[src/rtl/membus_arb.sv]
// membus_arb: one memory bus shared by instruction fetch, data loads and posted writes.
// Define MEMBUS_ARB_TIMEOUT_EN to add a bus-wait timeout with a sticky o_bus_err flag.
module membus_arb #(
    parameter int WFIFO_DEPTH = 2,
    parameter int TIMEOUT     = 255
) (
    input  logic        clk,
    input  logic        rst,
    input  logic [31:0] i_iaddr,
    input  logic        i_iread_en,
    output logic [31:0] o_inst,
    output logic        o_iread_vd,
    input  logic [31:0] i_memaddr,
    input  logic        i_read_en,
    input  logic        i_write_en,
    input  logic [31:0] i_write_data,
    input  logic        i_hold,
    output logic [31:0] o_read_data,
    output logic        o_read_vd,
    output logic        o_wstall,
    output logic [31:0] o_maddr,
    output logic [31:0] o_mwdata,
    output logic        o_mwe,
    output logic        o_mreq,
    input  logic        i_mack,
    input  logic [31:0] i_mrdata,
    output logic        o_bus_err
);
    localparam int PW = $clog2(WFIFO_DEPTH);
    localparam int CW = PW + 1;

    if (WFIFO_DEPTH < 2 || WFIFO_DEPTH > 8 || (WFIFO_DEPTH & (WFIFO_DEPTH - 1)) != 0 || TIMEOUT < 1)
    begin : g_bad_param
        $error("membus_arb: WFIFO_DEPTH must be a power of two in 2..8 and TIMEOUT >= 1");
    end

    typedef enum logic [2:0] {IDLE, DREAD, WDRAIN, IFETCH, RESP} state_t;
    state_t state, state_nxt;

    logic [31:0]   fifo_addr [WFIFO_DEPTH];
    logic [31:0]   fifo_data [WFIFO_DEPTH];
    logic [PW-1:0] wr_ptr, rd_ptr;
    logic [CW-1:0] count;
    logic          full, empty, push, pop;
    logic [31:0]   req_addr;
    logic [31:0]   rsp_data;
    logic          waiting, done, tmo;

    assign full     = (count == CW'(WFIFO_DEPTH));
    assign empty    = (count == '0);
    assign push     = i_write_en && !i_hold && !full;
    assign o_wstall = i_write_en && full;
    assign waiting  = (state == DREAD) || (state == WDRAIN) || (state == IFETCH);
    // A bus transaction ends either on acknowledge or on an expired wait.
    assign done     = waiting && (i_mack || tmo);
    assign pop      = (state == WDRAIN) && done;
    assign rsp_data = !tmo ? i_mrdata : ((state == IFETCH) ? 32'h0000_0013 : 32'h0);

`ifdef MEMBUS_ARB_TIMEOUT_EN
    localparam int TW = $clog2(TIMEOUT + 1);
    logic [TW-1:0] tmo_cnt;
    logic          bus_err;

    assign tmo       = waiting && !i_mack && (tmo_cnt == TW'(TIMEOUT - 1));
    assign o_bus_err = bus_err;

    always_ff @(posedge clk or negedge rst) begin
        if (!rst) begin
            tmo_cnt <= '0;
            bus_err <= 1'b0;
        end else begin
            if (waiting && !done) tmo_cnt <= tmo_cnt + 1'b1;
            else                  tmo_cnt <= '0;
            if (tmo) bus_err <= 1'b1;
        end
    end
`else
    assign tmo       = 1'b0;
    assign o_bus_err = 1'b0;
`endif

    always_ff @(posedge clk or negedge rst) begin
        if (!rst) state <= IDLE;
        else      state <= state_nxt;
    end

    // Pending posted writes always win so a later load sees them in memory.
    always_comb begin
        state_nxt = state;
        case (state)
            IDLE: begin
                if (!empty)          state_nxt = WDRAIN;
                else if (i_read_en)  state_nxt = DREAD;
                else if (i_iread_en) state_nxt = IFETCH;
            end
            DREAD, IFETCH: if (done) state_nxt = RESP;
            WDRAIN:        if (done) state_nxt = tmo ? RESP : IDLE;
            RESP:          state_nxt = IDLE;
            default:       state_nxt = IDLE;
        endcase
    end

    always_comb begin
        o_mreq   = 1'b0;
        o_mwe    = 1'b0;
        o_maddr  = '0;
        o_mwdata = '0;
        case (state)
            DREAD, IFETCH: begin
                o_mreq  = 1'b1;
                o_maddr = req_addr;
            end
            WDRAIN: begin
                o_mreq   = 1'b1;
                o_mwe    = 1'b1;
                o_maddr  = fifo_addr[rd_ptr];
                o_mwdata = fifo_data[rd_ptr];
            end
            default: ;
        endcase
    end

    always_ff @(posedge clk or negedge rst) begin
        if (!rst) begin
            wr_ptr <= '0;
            rd_ptr <= '0;
            count  <= '0;
        end else begin
            if (push) wr_ptr <= wr_ptr + 1'b1;
            if (pop)  rd_ptr <= rd_ptr + 1'b1;
            case ({push, pop})
                2'b10:   count <= count + 1'b1;
                2'b01:   count <= count - 1'b1;
                default: ;
            endcase
        end
    end

    always_ff @(posedge clk) begin
        if (push) begin
            fifo_addr[wr_ptr] <= i_memaddr;
            fifo_data[wr_ptr] <= i_write_data;
        end
        if (state == IDLE) req_addr <= i_read_en ? i_memaddr : i_iaddr;
    end

    // Strobe shows during RESP; a requester that has gone away gets nothing.
    always_ff @(posedge clk or negedge rst) begin
        if (!rst) begin
            o_inst      <= '0;
            o_read_data <= '0;
            o_iread_vd  <= 1'b0;
            o_read_vd   <= 1'b0;
        end else begin
            o_iread_vd <= 1'b0;
            o_read_vd  <= 1'b0;
            if (done && state == IFETCH && i_iread_en) begin
                o_inst     <= rsp_data;
                o_iread_vd <= 1'b1;
            end
            if (done && state == DREAD && i_read_en) begin
                o_read_data <= rsp_data;
                o_read_vd   <= 1'b1;
            end
        end
    end
endmodule

[config.mk]
export PLATFORM = sky130hd
export DESIGN_NAME = membus_arb
export DESIGN_NICKNAME = d
export VERILOG_FILES = /design/src/rtl/membus_arb.sv
export SDC_FILE = /design/constraint.sdc
export NUM_CORES = 1
export LEC_CHECK = 0
export BUFFER_PORTS_ARGS = -buffer_cell sky130_fd_sc_hd__buf_2
export CAP_MARGIN = 10
export CORE_MARGIN = 2
export CORE_UTILIZATION = 52
export CTS_CLUSTER_SIZE = 14
export DETAILED_ROUTE_END_ITERATION = 10
export PLACE_DENSITY = 0.76
export SYNTH_ARGS = -nofsm -noshare
export SYNTH_HDL_FRONTEND = slang
export SYNTH_SLANG_ARGS = --single-unit
[constraint.sdc]
create_clock -name clk -period 5.6 [get_ports clk]
set_input_delay 0.84 -clock clk [delete_from_list [all_inputs] [get_ports clk]]
set_output_delay 0.84 -clock clk [all_outputs]
set_load 0.01 [all_outputs]
# == Word-level counts from Yosys, hierarchy flattened ==
# Memory sizes are Yosys's and may differ from the RTL's.
# Cells that the tools add are included.
# classes
n_addsub,4
shift,0
n_eq_ne,9
bitwise,0
mul,0
div_mod_pow,0
reduce_logical,19
muxes,16
order_cmp,0
# ops
cell,count
two-way mux 32 bit,2
one-hot mux 32 bit (2 select lines),1
two-way mux 3 bit,5
logical AND 1 bit,9
one-hot mux 3 bit (3 select lines),1
== test 3 x 2 -> 1 bit (second input constant),2
two-way mux 1 bit,6
== test 2 bit (second input constant),2
!= test 2 bit (second input constant),2
!= test 4 bit (second input constant),1
one-hot mux 2 bit (2 select lines),1
== test 3 x 1 -> 1 bit (second input constant),1
logical NOT 3 bit,1
AND reduction 3 bit,1
OR reduction 3 bit,1
adder 1 bit (second input constant),2
adder 2 x 1 -> 2 bit (second input constant),1
== test 2 x 1 -> 1 bit (second input constant),1
logical NOT 1 bit,2
logical NOT 2 bit,1
logical OR 1 bit,2
nonzero test 2 bit,1
OR reduction 2 bit,1
subtractor 2 x 1 -> 2 bit (second input constant),1
# word_totals
elab_cells,59
in_bits,135
rom_bits,0
latch_bits,0
regBits,105
mem_bits_rw,128
memories,2
output_inout_bits,134
# mem_list
memory,depth,width,rd,rd_ports_with_merged_regs,wr,line_no,source
fifo_addr,2,32,1,0,1,40,logic [31:0] fifo_addr [WFIFO_DEPTH];
fifo_data,2,32,1,0,1,41,logic [31:0] fifo_data [WFIFO_DEPTH];

# == Longest topological paths before layout ==
# depth
ltp_word,7
mapped_depth,7
depth_no_buf,6

# == Worst setup path before layout ==
# OpenSTA, ideal clock, no wires.
# synth_path
kind,input to register
from,input port i_hold
to,memory fifo_addr[0][0] (enable)
cell_stages,2
setup_slack_ns,1.349
setup_ns,0.487
required_ns,5.113
path_buffers,0
arrival_ns,3.765
cell_sequence,nand3b_1 nor2_1
# synth_between
elab_chain_cells,5
# synth_rtl
element,line_no,source
from (decl),17,"input logic i_hold,"
logical NOT 1 bit,51,assign push = i_write_en && !i_hold && !full;
logical AND 1 bit (2 in series),51,
two-way mux 1 bit,140,if (push) begin
two-way mux 1 bit (not written as such),141,fifo_addr[wr_ptr] <= i_memaddr;
to (decl),40,
# Every way passes these cells.

# == Worst setup path after layout ==
# layout_path
from,register state[2]
to,output port o_maddr[24]
# layout_between
elab_chain_cells,3
elab_cells_between_ends,5
classes_between,eq/ne (3); mux (1); reduce/logical (1)
# layout_rtl
element,line_no,source
from (decl),38,"state_t state, state_nxt;"
from (signal assigned),84,else state <= state_nxt;
== test 3 x 2 -> 1 bit / == test 3 x 1 -> 1 bit (equally long branches),108,case (state)
OR reduction 2 bit,--,
one-hot mux 32 bit (2 select lines) (*),108,
to (decl),21,"output logic [31:0] o_maddr,"
# Mark *: on every way between the ends. The rest lies on a longest branch, timed or not.

==> impl_metrics.json <==
{
  "status": "complete, no violations",
  "synthFlopType": "edfxtp_1",
  "drv_cap": 0,
  "synthTopCellsByArea": "edfxtp_1 51%, dfrtp_1 19%, mux2_4 9.2%",
  "rows": 49,
  "cts_buffers": 25,
  "place.gp.congestion": 0.850,
  "grt_setup_unrepaired": "false",
  "synth_area_um2": 9470,
  "top_level_ports": 269,
  "wl_per_cell_um": 18.9,
  "synth_nets": 690,
  "synth_top_area_cell": "edfxtp_1",
  "h-tree-depth": 1,
  "holdCritStartpoint": "o_read_data[0]$_DFFE_PN0P_",
  "ctsLongestPathBuffers": 3,
  "finalSetupViolCount": 0,
  "die_height_um": 139,
  "ys_seq_area_share_pct": 70.0,
  "die_w_um": 139,
  "firstDrtPassIters": 4,
  "power.switching_mw": 1.94,
  "crit_path_end_kind": "output pin",
  "routed_via_density": 5.27,
  "cts_resized": 0,
  "period_share_pct": 62.8,
  "min_path_type": "reg2reg",
  "route.antenna.remaining_nets": 0,
  "synth_edf_count": 160,
  "critPathArrivalTime_ns": 2.68,
  "fin_worst_skew_ns": 0.0158,
  "timing.rr.start": "state[0]$_DFFE_PN0P_",
  "peakVddDrop_mv": 0.379,
  "fin_cells": 1073,
  "layout-drive-gt1-share_pct": 48.9,
  "tns_ns": 0,
  "dieArea_um2": 19300,
  "seqPwrFrac_pct": 43.2,
  "cts.reportedPaths.clkPinSlew_ns": 0.06,
  "initial_core_util_pct": 52.9,
  "clk_latency_ns": 0.52,
  "place_inst": 1024,
  "syn_inst": 554,
  "worstPathRequired_ns": 4.76,
  "tritoncts": "built",
  "fmax_ghz": 0.284,
  "drc": 0,
  "postCtsSetupBuffers": 0,
  "seq_area_um2": 6640,
  "design.core.area_um2": 17900,
  "ys_ff_latch": 233,
  "holdPathEnd": "o_read_data[0]$_DFFE_PN0P_",
  "grt_start_max_net_pins": 74,
  "num-nets-final": 958,
  "drt-initial-drc-count": 204,
  "fin_crit_ns": 3.52,
  "multi_input_area_um2": 2570,
  "p_leak_nw": 5.14,
  "sw_frac_of_total_pct": 31.7,
  "netlist.area_leader.share_pct": 50.7,
  "rrSetupSlack_ns": 2.71,
  "vias": 5651,
  "critPathKind": "reg2out",
  "grt_pass1_wl_mm": 31.5,
  "cts.sinks": 233,
  "clockRootBuffer": "clkbuf_16",
  "ctsHoldBuffers": 0,
  "avgSynthCellArea_um2": 17.1,
  "worst_slew_pin_slew_ns": 1.16,
  "port_buffers": 267,
  "worst_r2r_endpoint": "o_read_data[1]$_DFFE_PN0P_",
  "drv_slew": 0,
  "yosys-top-cells-count": "160 x edfxtp_1, 73 x dfrtp_1, 64 x mux2i_1",
  "synth_cell_types": 32,
  "area_delta_synth_final_pct": 23.4,
  "post-synth-top-count-cell": "edfxtp_1",
  "slew_headroom_pct": 22.6,
  "ys_warn_count": 0,
  "r2r.worst_path.cells": 3,
  "p_int_mw": 4.19,
  "hold_viol_final": 0,
  "fillCellCount": 1274,
  "synthArstFlopShare_pct": 31.3,
  "antenna_found_initial": 3,
  "grt_pass1_vias": 5901,
  "p_comb_share_pct": 30.9,
  "cp-start-kind": "flop",
  "power_density_nw_per_um2": 525,
  "gr-usage-all-layers_pct": 20.6,
  "whs_ns": 0.502,
  "place_hpwl_mm": 13.6,
  "grt_overflow": 0,
  "pwr-share-clk_pct": 25.9,
  "worstHoldPathCells": 1,
  "routed_wl_mm": 20.2,
  "worstPathMaxFanout": 40,
  "crit_start": "state[2]$_DFFE_PN0P_"
}
==> cells in the final DEF (no fill, tap or decap), drive strengths merged, types with 2 or more instances in the layout <==
| cell type | count |
|---|---|
| inv | 6 |
| dfrtp | 73 |
| mux2i | 64 |
| nand2 | 34 |
| nor2b | 2 |
| diode | 3 |
| xor2 | 2 |
| a21oi | 2 |
| nand2b | 2 |
| mux2 | 96 |
| buf | 272 |
| clkinv | 12 |
| o21ai | 33 |
| nor2 | 38 |
| clkbuf | 29 |
| bufinv | 3 |
| xnor2 | 3 |
| edfxtp | 160 |
==> layer usage <==
| metal | track usage [%] | vias up | wire length [um] |
|---|---|---|---|
| li1 | - | 2573 | - |
| met1 | 26.4 | 2760 | 8060 |
| met2 | 33.9 | 255 | 9950 |
| met3 | 4.73 | 63 | 1430 |
| met4 | 9.04 | 0 | 795 |
| met5 | 0 | - | 0 |
==> worst max-delay path by stage <==
stage,end,cells after the start
final,o_maddr[24],4
after global routing,o_maddr[24],4
after CTS,o_maddr[24],4
after detailed placement,o_read_data[31]$_DFFE_PN0P_,3
after global placement,o_read_data[1]$_DFFE_PN0P_,3
after floorplan,fifo_addr[0][0]$_DFFE_PP_,2
==> critical path, stage by stage, from the launching register on <==
cell and delay (ns):
dfrtp_1 0.44, or3b_2 0.75, buf_4 0.37, o21ai_0 0.39, buf_2 0.21
==> cell families (layout without fill, tap and decap cells) <==
family	count (synthesis)	count (layout)	share of synthesized area, %
other	1	4	0.0396
and+or+nand+nor	83	83	3.83
AOI/OAI and AO/OA	36	36	1.93
xor gates and xnor gates	5	5	0.463
muxes	160	160	20.5
DFF	233	233	70.0
buffers and inverters	35	322	3.08
adders and majority gates	1	1	0.132
==> metrics by stage <==
step | power (mW) | cell area (um^2) | util (%) | worst slack, ns
2_1_floorplan | 3.81 | 9470 | - | 1.35
3_3_place_gp | 4.50 | 10900 | 60.8 | 2.41
3_5_place_dp | 4.57 | 10900 | 60.8 | 2.31
4_1_cts | 6.19 | 11700 | 65.2 | 2.07
5_1_grt | 6.43 | 11700 | 65.3 | 1.99
6_report | 6.13 | 11700 | 65.3 | 2.08
==> registers in the layout, summed over array words and instances, names as in the netlist <==
signal,cells
fifo_addr,64
fifo_data,64
o_inst,32
o_read_data,32
req_addr,32
state,3
count,2
o_iread_vd,1
o_read_vd,1
rd_ptr,1
wr_ptr,1
==> cell type report <==
type	instances	area share [%]
clock buffers	29	5.48
multi-input cells	286	22.0
well taps	229	2.45
inverters	4	0.128
clock inverters	17	1.37
flip-flops and latches	233	56.8
diodes	3	0.0642
repair buffers	272	11.8
==> power by group through the flow <==
| stage | Clock, mW | Combinational (mW) | Sequential [mW] |
|---|---|---|---|
| 6_report | 1.59 | 1.90 | 2.65 |
| 5_1_grt | 1.69 | 2.05 | 2.70 |
| 4_1_cts | 1.63 | 1.92 | 2.65 |
| 3_5_place_dp | 0 | 1.90 | 2.68 |
| 3_3_place_gp | 0 | 1.86 | 2.65 |
| 2_1_floorplan | 0 | 1.19 | 2.63 |
No activity file was read; power rests on OpenSTA's default activity.
